[src/rtl/scheduler_port_sink.sv]
`timescale 1ns/1ps
// ---------------------------------------------------------------------------
// scheduler_port_sink
// Egress sink for one scheduler output port. It accepts AXI-Stream beats,
// paces tready with a rotating back-pressure pattern, tracks packet framing,
// checks the PIFO tag of every packet's first beat and counts rank inversions
// between consecutive packets. Statistics are read through an AXI4-Lite
// read-only slave.
//
// Ports:
//   axis_aclk, axis_resetn      clock, asynchronous active-low reset
//   sink_enable                 0 forces tready low
//   clear_counters              one-cycle synchronous clear of all statistics
//   s_axis_*                    AXI-Stream sink (tdata/tuser are not stored)
//   S_AXI_AR*, S_AXI_R*         AXI4-Lite read channel (no write channel)
// ---------------------------------------------------------------------------
module scheduler_port_sink #(
   parameter logic [7:0] READY_PATTERN      = 8'hFF,
   parameter int         C_S_AXI_ADDR_WIDTH = 32,
   parameter int         C_S_AXI_DATA_WIDTH = 32
) (
   input  logic                          axis_aclk,
   input  logic                          axis_resetn,
   input  logic                          sink_enable,
   input  logic                          clear_counters,
   input  logic [255:0]                  s_axis_tdata,
   input  logic [31:0]                   s_axis_tkeep,
   input  logic [127:0]                  s_axis_tuser,
   input  logic [31:0]                   s_axis_tpifo,
   input  logic                          s_axis_tvalid,
   input  logic                          s_axis_tlast,
   output logic                          s_axis_tready,
   input  logic [C_S_AXI_ADDR_WIDTH-1:0] S_AXI_ARADDR,
   input  logic                          S_AXI_ARVALID,
   output logic                          S_AXI_ARREADY,
   output logic [C_S_AXI_DATA_WIDTH-1:0] S_AXI_RDATA,
   output logic [1:0]                    S_AXI_RRESP,
   output logic                          S_AXI_RVALID,
   input  logic                          S_AXI_RREADY
);

   typedef enum logic {ST_SOP = 1'b0, ST_BODY = 1'b1} frameState_t;

   localparam logic [31:0] ID_VALUE = 32'h5C4E_0001;

   frameState_t r_state;
   frameState_t w_stateNext;

   logic [2:0]  r_phase;
   logic        r_tready;
   logic [31:0] r_pktCount;
   logic [31:0] r_wordCount;
   logic [31:0] r_byteCount;
   logic [31:0] r_rankInvCount;
   logic [31:0] r_pifoErrCount;
   logic [18:0] r_lastRank;
   logic        r_hasPrev;
   logic        r_arready;
   logic        r_rvalid;
   logic [C_S_AXI_DATA_WIDTH-1:0] r_rdata;

   logic        w_xfer;
   logic        w_sopXfer;
   logic [18:0] w_rank;
   logic [5:0]  w_keepCount;
   logic [31:0] w_readMux;
   logic        w_unused;

   // Saturating add: counters stick at all-ones instead of wrapping.
   function automatic logic [31:0] satAdd(input logic [31:0] a, input logic [5:0] b);
      logic [32:0] sum;
      sum = {1'b0, a} + {27'b0, b};
      return sum[32] ? 32'hFFFF_FFFF : sum[31:0];
   endfunction

   assign w_xfer      = s_axis_tvalid & r_tready;
   assign w_sopXfer   = w_xfer & (r_state == ST_SOP);
   assign w_rank      = s_axis_tpifo[30:12];
   assign w_keepCount = 6'($countones(s_axis_tkeep));

   // Payload, metadata, reserved tag bits and undecoded address bits are
   // deliberately ignored.
   assign w_unused = ^{s_axis_tdata, s_axis_tuser, s_axis_tpifo[11:0],
                       S_AXI_ARADDR[C_S_AXI_ADDR_WIDTH-1:6], S_AXI_ARADDR[1:0]};

   assign s_axis_tready = r_tready;
   assign S_AXI_ARREADY = r_arready;
   assign S_AXI_RVALID  = r_rvalid;
   assign S_AXI_RDATA   = r_rdata;
   assign S_AXI_RRESP   = 2'b00;

   // Back-pressure pacing: the phase counter walks the pattern LSB first and
   // tready is registered so it reflects the previous cycle's enable.
   always_ff @(posedge axis_aclk or negedge axis_resetn) begin
      if (!axis_resetn) begin
         r_phase  <= 3'd0;
         r_tready <= 1'b0;
      end else begin
         r_phase  <= r_phase + 3'd1;
         r_tready <= sink_enable & READY_PATTERN[r_phase];
      end
   end

   // Framing state register; never touched by clear_counters.
   always_ff @(posedge axis_aclk or negedge axis_resetn) begin
      if (!axis_resetn) begin
         r_state <= ST_SOP;
      end else begin
         r_state <= w_stateNext;
      end
   end

   // A tlast beat in SOP is a one-word packet and keeps the FSM in SOP.
   always_comb begin
      w_stateNext = r_state;
      if (w_xfer) begin
         case (r_state)
            ST_SOP:  if (!s_axis_tlast) w_stateNext = ST_BODY;
            ST_BODY: if (s_axis_tlast)  w_stateNext = ST_SOP;
            default: w_stateNext = ST_SOP;
         endcase
      end
   end

   // Statistics. Clear has priority over a coincident beat, which is then
   // lost. On a packet's first beat an invalid tag is counted as an error, a
   // lower rank than the last valid one is an inversion (last_rank kept), and
   // otherwise the rank becomes the new reference.
   always_ff @(posedge axis_aclk or negedge axis_resetn) begin
      if (!axis_resetn) begin
         r_pktCount     <= '0;
         r_wordCount    <= '0;
         r_byteCount    <= '0;
         r_rankInvCount <= '0;
         r_pifoErrCount <= '0;
         r_lastRank     <= '0;
         r_hasPrev      <= 1'b0;
      end else if (clear_counters) begin
         r_pktCount     <= '0;
         r_wordCount    <= '0;
         r_byteCount    <= '0;
         r_rankInvCount <= '0;
         r_pifoErrCount <= '0;
         r_lastRank     <= '0;
         r_hasPrev      <= 1'b0;
      end else if (w_xfer) begin
         r_wordCount <= satAdd(r_wordCount, 6'd1);
         r_byteCount <= satAdd(r_byteCount, w_keepCount);
         if (s_axis_tlast) begin
            r_pktCount <= satAdd(r_pktCount, 6'd1);
         end
         if (w_sopXfer) begin
            if (!s_axis_tpifo[31]) begin
               r_pifoErrCount <= satAdd(r_pifoErrCount, 6'd1);
            end else if (r_hasPrev && (w_rank < r_lastRank)) begin
               r_rankInvCount <= satAdd(r_rankInvCount, 6'd1);
            end else begin
               r_lastRank <= w_rank;
               r_hasPrev  <= 1'b1;
            end
         end
      end
   end

   // Register file read mux, word-indexed by ARADDR[5:2].
   always_comb begin
      w_readMux = 32'h0;
      case (S_AXI_ARADDR[5:2])
         4'd0:    w_readMux = r_pktCount;
         4'd1:    w_readMux = r_wordCount;
         4'd2:    w_readMux = r_byteCount;
         4'd3:    w_readMux = r_rankInvCount;
         4'd4:    w_readMux = r_pifoErrCount;
         4'd5:    w_readMux = {13'b0, r_lastRank};
         4'd6:    w_readMux = {29'b0, r_hasPrev, (r_state == ST_BODY), r_tready};
         4'd7:    w_readMux = ID_VALUE;
         default: w_readMux = 32'h0;
      endcase
   end

   // Single-outstanding read: ARREADY drops on the address handshake, the
   // response holds until accepted, and ARREADY comes back the cycle after.
   // The idle branch raises ARREADY on the first clock after reset.
   always_ff @(posedge axis_aclk or negedge axis_resetn) begin
      if (!axis_resetn) begin
         r_arready <= 1'b0;
         r_rvalid  <= 1'b0;
         r_rdata   <= '0;
      end else if (S_AXI_ARVALID && r_arready) begin
         r_arready <= 1'b0;
         r_rvalid  <= 1'b1;
         r_rdata   <= w_readMux;
      end else if (r_rvalid && S_AXI_RREADY) begin
         r_rvalid  <= 1'b0;
         r_arready <= 1'b1;
      end else if (!r_rvalid) begin
         r_arready <= 1'b1;
      end
   end

endmodule

[config.mk]
export PLATFORM = sky130hd
export DESIGN_NAME = scheduler_port_sink
export DESIGN_NICKNAME = d
export VERILOG_FILES = /design/src/rtl/scheduler_port_sink.sv
export SDC_FILE = /design/constraint.sdc
export NUM_CORES = 1
export LEC_CHECK = 0
export ABC_AREA = 1
export CORE_AREA = 2 2 203 205
export DETAILED_ROUTE_END_ITERATION = 10
export DIE_AREA = 0 0 205 207
export PLACE_DENSITY = 0.71
export SYNTH_ARGS = -nofsm -noshare
export SYNTH_HDL_FRONTEND = slang
export SYNTH_SLANG_ARGS = --single-unit
[constraint.sdc]
create_clock -name axis_aclk -period 7.8 [get_ports axis_aclk]
set_input_delay 1.17 -clock axis_aclk [delete_from_list [all_inputs] [get_ports axis_aclk]]
set_output_delay 1.17 -clock axis_aclk [all_outputs]
set_load 0.05 [all_outputs]
==> results of run 1 <==
[synth_stat cells, drive strengths merged (14+ instances only)]
master   instances  area share
nand3          245       0.080
o21ai          143       0.045
clkbuf          46       0.011
dfrtp          216        0.34
nand4           64       0.026
nand2          889        0.21
nor3            45       0.015
ha              37       0.029
nand3b          15      0.0070
xor2            35       0.019
o22ai           41       0.016
a21oi           31      0.0097
o2111ai         14      0.0076
buf             37       0.013
fa              26       0.032
inv            292       0.068
nor2           231       0.057
[flip-flops by register name, indices dropped and copies added, names as in the netlist]
register / count
S_AXI_RDATA: 32
r_byteCount: 32
r_pifoErrCount: 32
r_pktCount: 32
r_rankInvCount: 32
r_wordCount: 32
r_lastRank: 19
S_AXI_ARREADY: 1
S_AXI_RVALID: 1
r_hasPrev: 1
r_state: 1
s_axis_tready: 1
[kinds of logic after synthesis]
family | Yosys count | synth area share
AND/OR/NAND/NOR | 1495 | 0.396
buffers and inverters | 378 | 0.0940
AO/OA/AOI/OAI | 243 | 0.0846
flip-flops | 216 | 0.337
adder cells (fa/ha/maj) | 63 | 0.0614
XOR/XNOR | 48 | 0.0262
other | 1 | 0.000234
[cell usage in the layout, fill, tap and decap left out, drive strengths merged, types with 2 or more instances in the layout]
cell type / instances
a21oi: 31
and2: 2
buf: 15
bufinv: 3
clkbuf: 39
clkdlybuf4s50: 97
clkinv: 7
conb: 2
dfrtp: 216
fa: 26
ha: 37
inv: 292
nand2: 889
nand3: 245
nand3b: 15
nand4: 64
nor2: 231
nor3: 45
nor3b: 2
o2111ai: 14
o211ai: 4
o21ai: 143
o221ai: 2
o22ai: 41
o31ai: 4
xnor2: 13
xor2: 35
[critical path, delay by kind of cell]
kind	cells	cell delay, ps
adders and majority gates	8	3570
and+or+nand+nor	9	1490
buffers and inverters	3	610
[power breakdown]
group          total [uW]  switching [uW]  internal [uW]
sequential           1160            21.1           1140
clock                1330             519            812
combinational        1050             649            404
total                3550            1190           2360
[per-layer routing]
layer  track usage  wire length, um  vias to the layer above
li1              -                -                     7954
met1         0.363            23900                     7858
met2         0.416            25100                      767
met3        0.0521             5350                      116
met4        0.0856             2020                        0
met5             0                0                        -
[final timing paths]
check	slack, ps	depth (start not counted)	endpoint
setup / recovery	1420	20	r_byteCount[18]
hold / removal	480	2	S_AXI_RDATA[22]
max in group asynchronous	5710	2	r_rankInvCount[20]
min in group asynchronous	610	1	r_pifoErrCount[19]
setup reg to reg	2470	18	r_byteCount[18]
hold reg to reg	480	2	S_AXI_RDATA[22]
[layout make-up]
class	instances	share of cell area
Clock buffer	39	0.0442
Sequential cell	216	0.295
Inverter	294	0.0602
Clock inverter	8	0.00628
Timing Repair Buffer	112	0.0595
Multi-Input combinational cell	1851	0.499
Tap cell	532	0.0363
[through the flow]
| stage | total power [uW] | worst slack, ps | cells |
|---|---|---|---|
| 3_3_place_gp | 2210 | 877 | 3005 |
| 2_1_floorplan | 1950 | 1980 | 2445 |
| 5_1_grt | 3790 | 1080 | 3052 |
| 4_1_cts | 3590 | 1400 | 3052 |
| 6_report | 3550 | 1420 | 3052 |
| 3_5_place_dp | 2260 | 803 | 3005 |
==> impl_metrics.yaml, run 1 <==
outcome:
  status: "complete, no violations"
detailed_routing:
  remaining_drc_errors: 0
  avgViaCountPerCell: 5.47
  vias: 16700
  ant_nets: 0
  dr.first_iter.drc_count: 1824
  wl_per_cell_um: 18.5
  firstDrtPassIters: 6
  wl_um: 56400
floorplan:
  rows: 74
  io_pins: 525
  die_h_um: 207
  die_w_um: 205
  core_area_mm2: 0.0404
  die_area_mm2: 0.0424
  start_util: 0.397
final_layout:
  fin_nets: 3053
  fill_cells: 4196
  drive_above_1_share: 0.0369
  postLayoutCoreUtil: 0.454
  multi_input_area_mm2: 0.00914
  area_delta_synth_final_pct: 14.4
  diodes: 0
  seq_area_mm2: 0.00541
  postLayoutCellArea_mm2: 0.0183
timing:
  fmax_mhz: 157
  skew_ps: 9.67
  hold_viol: 0
  period_needed_ps: 6380
  finalCritPeriodShare: 0.818
  setup_violations: 0
  slew-limit-headroom: 0.238
  hold_ws_ps: 481
  tns_ps: 0
  grt_setup_unrepaired: "false"
  slew_viol_final: 0
  tightestPinTransition_ps: 1140
synth:
  syn_inst: 2444
  synthesis.area_mm2: 0.0160
  synth_ff_type: "dfrtp_1"
  syn_area_per_cell_um2: 6.56
  synth_seq_cells: 216
  ys_seq_area_frac: 0.337
  synth_cell_types: 48
  synth_edf_count: 0
  synthArstFlopShare: 1.00
  ys_warn_count: 0
pwr:
  ir_drop_mv: 0.363
  power.density_mw_per_mm2: 193
  p_leak_uw: 0.00849
setup_path:
  worstPathRequired_ps: 8300
  arrival_ps: 6880
  r2r_start: "r_byteCount[0]"
  cp_max_fo: 27
  cp_cell_sequence: "clkdlybuf4s50_1 -> inv_1 -> fa_1 -> fa_1 -> fa_1 -> fa_1 -> fa_1 -> fa_1 -> fa_1 -> inv_1 -> fa_1 -> nand2_1 -> nand2_1 -> and2_1 -> nand2_1 -> nand2_2 -> nand4_4 -> nand3_1 -> nand2_1 -> nand2_1"
  max_stage_delay_ps: 580
  cp_slowest_cell: "fa_1"
  cp-end-kind: "register"
  cp_common_cell: "fa_1"
  startpoint: "s_axis_tkeep[5]"
  cp-start-kind: "primary input"
  critical_path_class: "in2reg"
clock_network:
  numClockSinks: 216
  post_cts_buffers: 0
  clkTransAtPathRegs_ps: 60
  htreeDepth: 1
  post_cts_resized: 0
  cts-root-buf: "clkbuf_16"
  clk_path_buf_depth: 3
  cts_buffers: 27
  insertion_delay_ps: 560
  cts_hold_buf: 0
  cts_tree: "done"
global_routing:
  grt.total_usage: 0.264
  antenna_found_initial: 0
  grt_pass1_wl_um: 87600
  overflow: 0
  grt_pass1_vias: 15600
  grt_max_degree: 91
run:
  cap_violations: 0
placement:
  hpwl_um: 42300
  io_buffers: 98
  gp_congestion: 1.01
  post_dp_cell_area_mm2: 0.0174
worst_hold_path:
  hp-start: "S_AXI_RDATA[22]"
  hold_path_class: "reg2reg"
Note: power is estimated with default switching activity, not from simulation.
==> run 2, diff against run 1 <==
- clock period: 7.8 -> 6.4 ns (I/O delays scaled with it)
==> impl_metrics.yaml, run 2 (synthesis results as in run 1) <==
clock_network:
  htreeDepth: 1
  numClockSinks: 216
  cts_tree: "done"
  post_cts_buffers: 0
  post_cts_resized: 0
  cts-root-buf: "clkbuf_16"
  cts_buffers: 26
  clkTransAtPathRegs_ps: 60
  insertion_delay_ps: 580
  cts_hold_buf: 0
  clk_path_buf_depth: 3
detailed_routing:
  wl_per_cell_um: 18.4
  remaining_drc_errors: 0
  dr.first_iter.drc_count: 1665
  ant_nets: 0
  wl_um: 56300
  firstDrtPassIters: 6
  vias: 16600
  avgViaCountPerCell: 5.44
placement:
  hpwl_um: 42600
  post_dp_cell_area_mm2: 0.0175
  gp_congestion: 1.01
  io_buffers: 98
setup_path:
  cp-end-kind: "register"
  cp_slowest_cell: "fa_1"
  cp_max_fo: 5
  timing.reg2reg.setup_slack_ps: 1580
  startpoint: "s_axis_tkeep[0]"
  crit_end: "r_byteCount[8]"
  reg2reg_to: "r_byteCount[8]"
  r2r_start: "r_byteCount[0]"
  critical_path_class: "in2reg"
  worstPathRequired_ps: 6790
  arrival_ps: 6100
  path_depth: 21
  cp.buffers_inverters: 4
  max_stage_delay_ps: 580
  path_delay_family: "adder cells"
  ff2ff_path_depth: 19
  cp-start-kind: "primary input"
  cp_cell_sequence: "clkdlybuf4s50_1 -> fa_1 -> inv_1 -> fa_1 -> fa_1 -> fa_1 -> fa_1 -> fa_1 -> fa_1 -> inv_1 -> fa_1 -> nand2_1 -> nand2_1 -> and2_1 -> nand2_1 -> nand2_2 -> buf_4 -> xor2_1 -> nand2_1 -> nand2_1 -> o21ai_0"
  cp_common_cell: "fa_1"
final_layout:
  final_common_cell: "nand2_1"
  seq_area_mm2: 0.00541
  diodes: 0
  multi_input_area_mm2: 0.00914
  fill_cells: 4236
  area_delta_synth_final_pct: 14.7
  postLayoutCellArea_mm2: 0.0184
  layout_common_cells: "nand2_1 (886), inv_1 (288), nand3_1 (235), nor2_1 (220), dfrtp_1 (216)"
  fin_nets: 3057
  drive_above_1_share: 0.0396
floorplan:
  io_pins: 525
  die_area_mm2: 0.0424
  die_w_um: 205
  die_h_um: 207
  rows: 74
  core_area_mm2: 0.0404
  start_util: 0.397
pwr:
  p_leak_uw: 0.00851
  p_total_uw: 4330
  ir_drop_mv: 0.375
  power.density_mw_per_mm2: 236
timing:
  tns_ps: 0
  finalCritPeriodShare: 0.892
  fmax_mhz: 175
  skew_ps: 38.0
  period_needed_ps: 5710
  grt_setup_unrepaired: "false"
  hold_viol: 0
  tightestPinTransition_ps: 1100
  slew-limit-headroom: 0.267
  setup_violations: 0
  slew_viol_final: 0
global_routing:
  grt_max_degree: 138
  grt.total_usage: 0.263
  antenna_found_initial: 0
  grt_pass1_vias: 15500
  overflow: 0
  grt_pass1_wl_um: 87200
run:
  cap_violations: 0
worst_hold_path:
  hold_path_class: "in2async"
outcome:
  status: "complete, no violations"
[run 2: routing by layer]
metal / global-route usage / part of all wire / vias up
li1: - / - / 7973
met1: 0.369 / 0.44 / 7903
met2: 0.409 / 0.45 / 656
met3: 0.0395 / 0.080 / 108
met4: 0.0985 / 0.038 / 0
met5: 0 / 0 / -
[run 2: area by class of cell]
cell class | count | share of cell area
sequential | 216 | 0.294
timing repair buffer | 117 | 0.0628
clock buffer | 35 | 0.0410
tap | 532 | 0.0362
multi-input combinational | 1851 | 0.497
inverter | 294 | 0.0600
clock inverter | 13 | 0.00858
[run 2: per-stage QoR]
| stage | instances | hold slack (ps) | worst slack [ps] | util |
|---|---|---|---|---|
| 2_1_floorplan | 2445 | 469 | 786 | - |
| 6_report | 3058 | 330 | 690 | 0.455 |
| 3_5_place_dp | 3010 | 471 | 81.7 | 0.433 |
| 3_3_place_gp | 3010 | 462 | 155 | 0.433 |
| 5_1_grt | 3058 | 404 | 411 | 0.455 |
| 4_1_cts | 3058 | 395 | 660 | 0.455 |
[run 2: where the power goes]
group	switching, uW	leakage, uW	internal (uW)	total, uW
Sequential	28.8	0.00300	1390	1420
Combinational	792	0.00506	528	1320
Clock	644	0.000454	947	1590
[run 2: how the worst min path moves through the flow]
stage | endpoint | slack (ps) | depth (start not counted)
floorplan | r_lastRank[13] | 470 | 2
global placement | S_AXI_RDATA[21] | 460 | 2
detailed placement | S_AXI_RDATA[21] | 470 | 2
CTS | r_pifoErrCount[11] | 390 | 1
global route | r_pifoErrCount[23] | 400 | 1
finish | r_pifoErrCount[22] | 330 | 1
==> run 3, diff against run 2 <==
- SLEW_MARGIN: unset -> 20
==> results of run 3 <==
No change in the layout: final DEF, timing and power equal those of run 2.
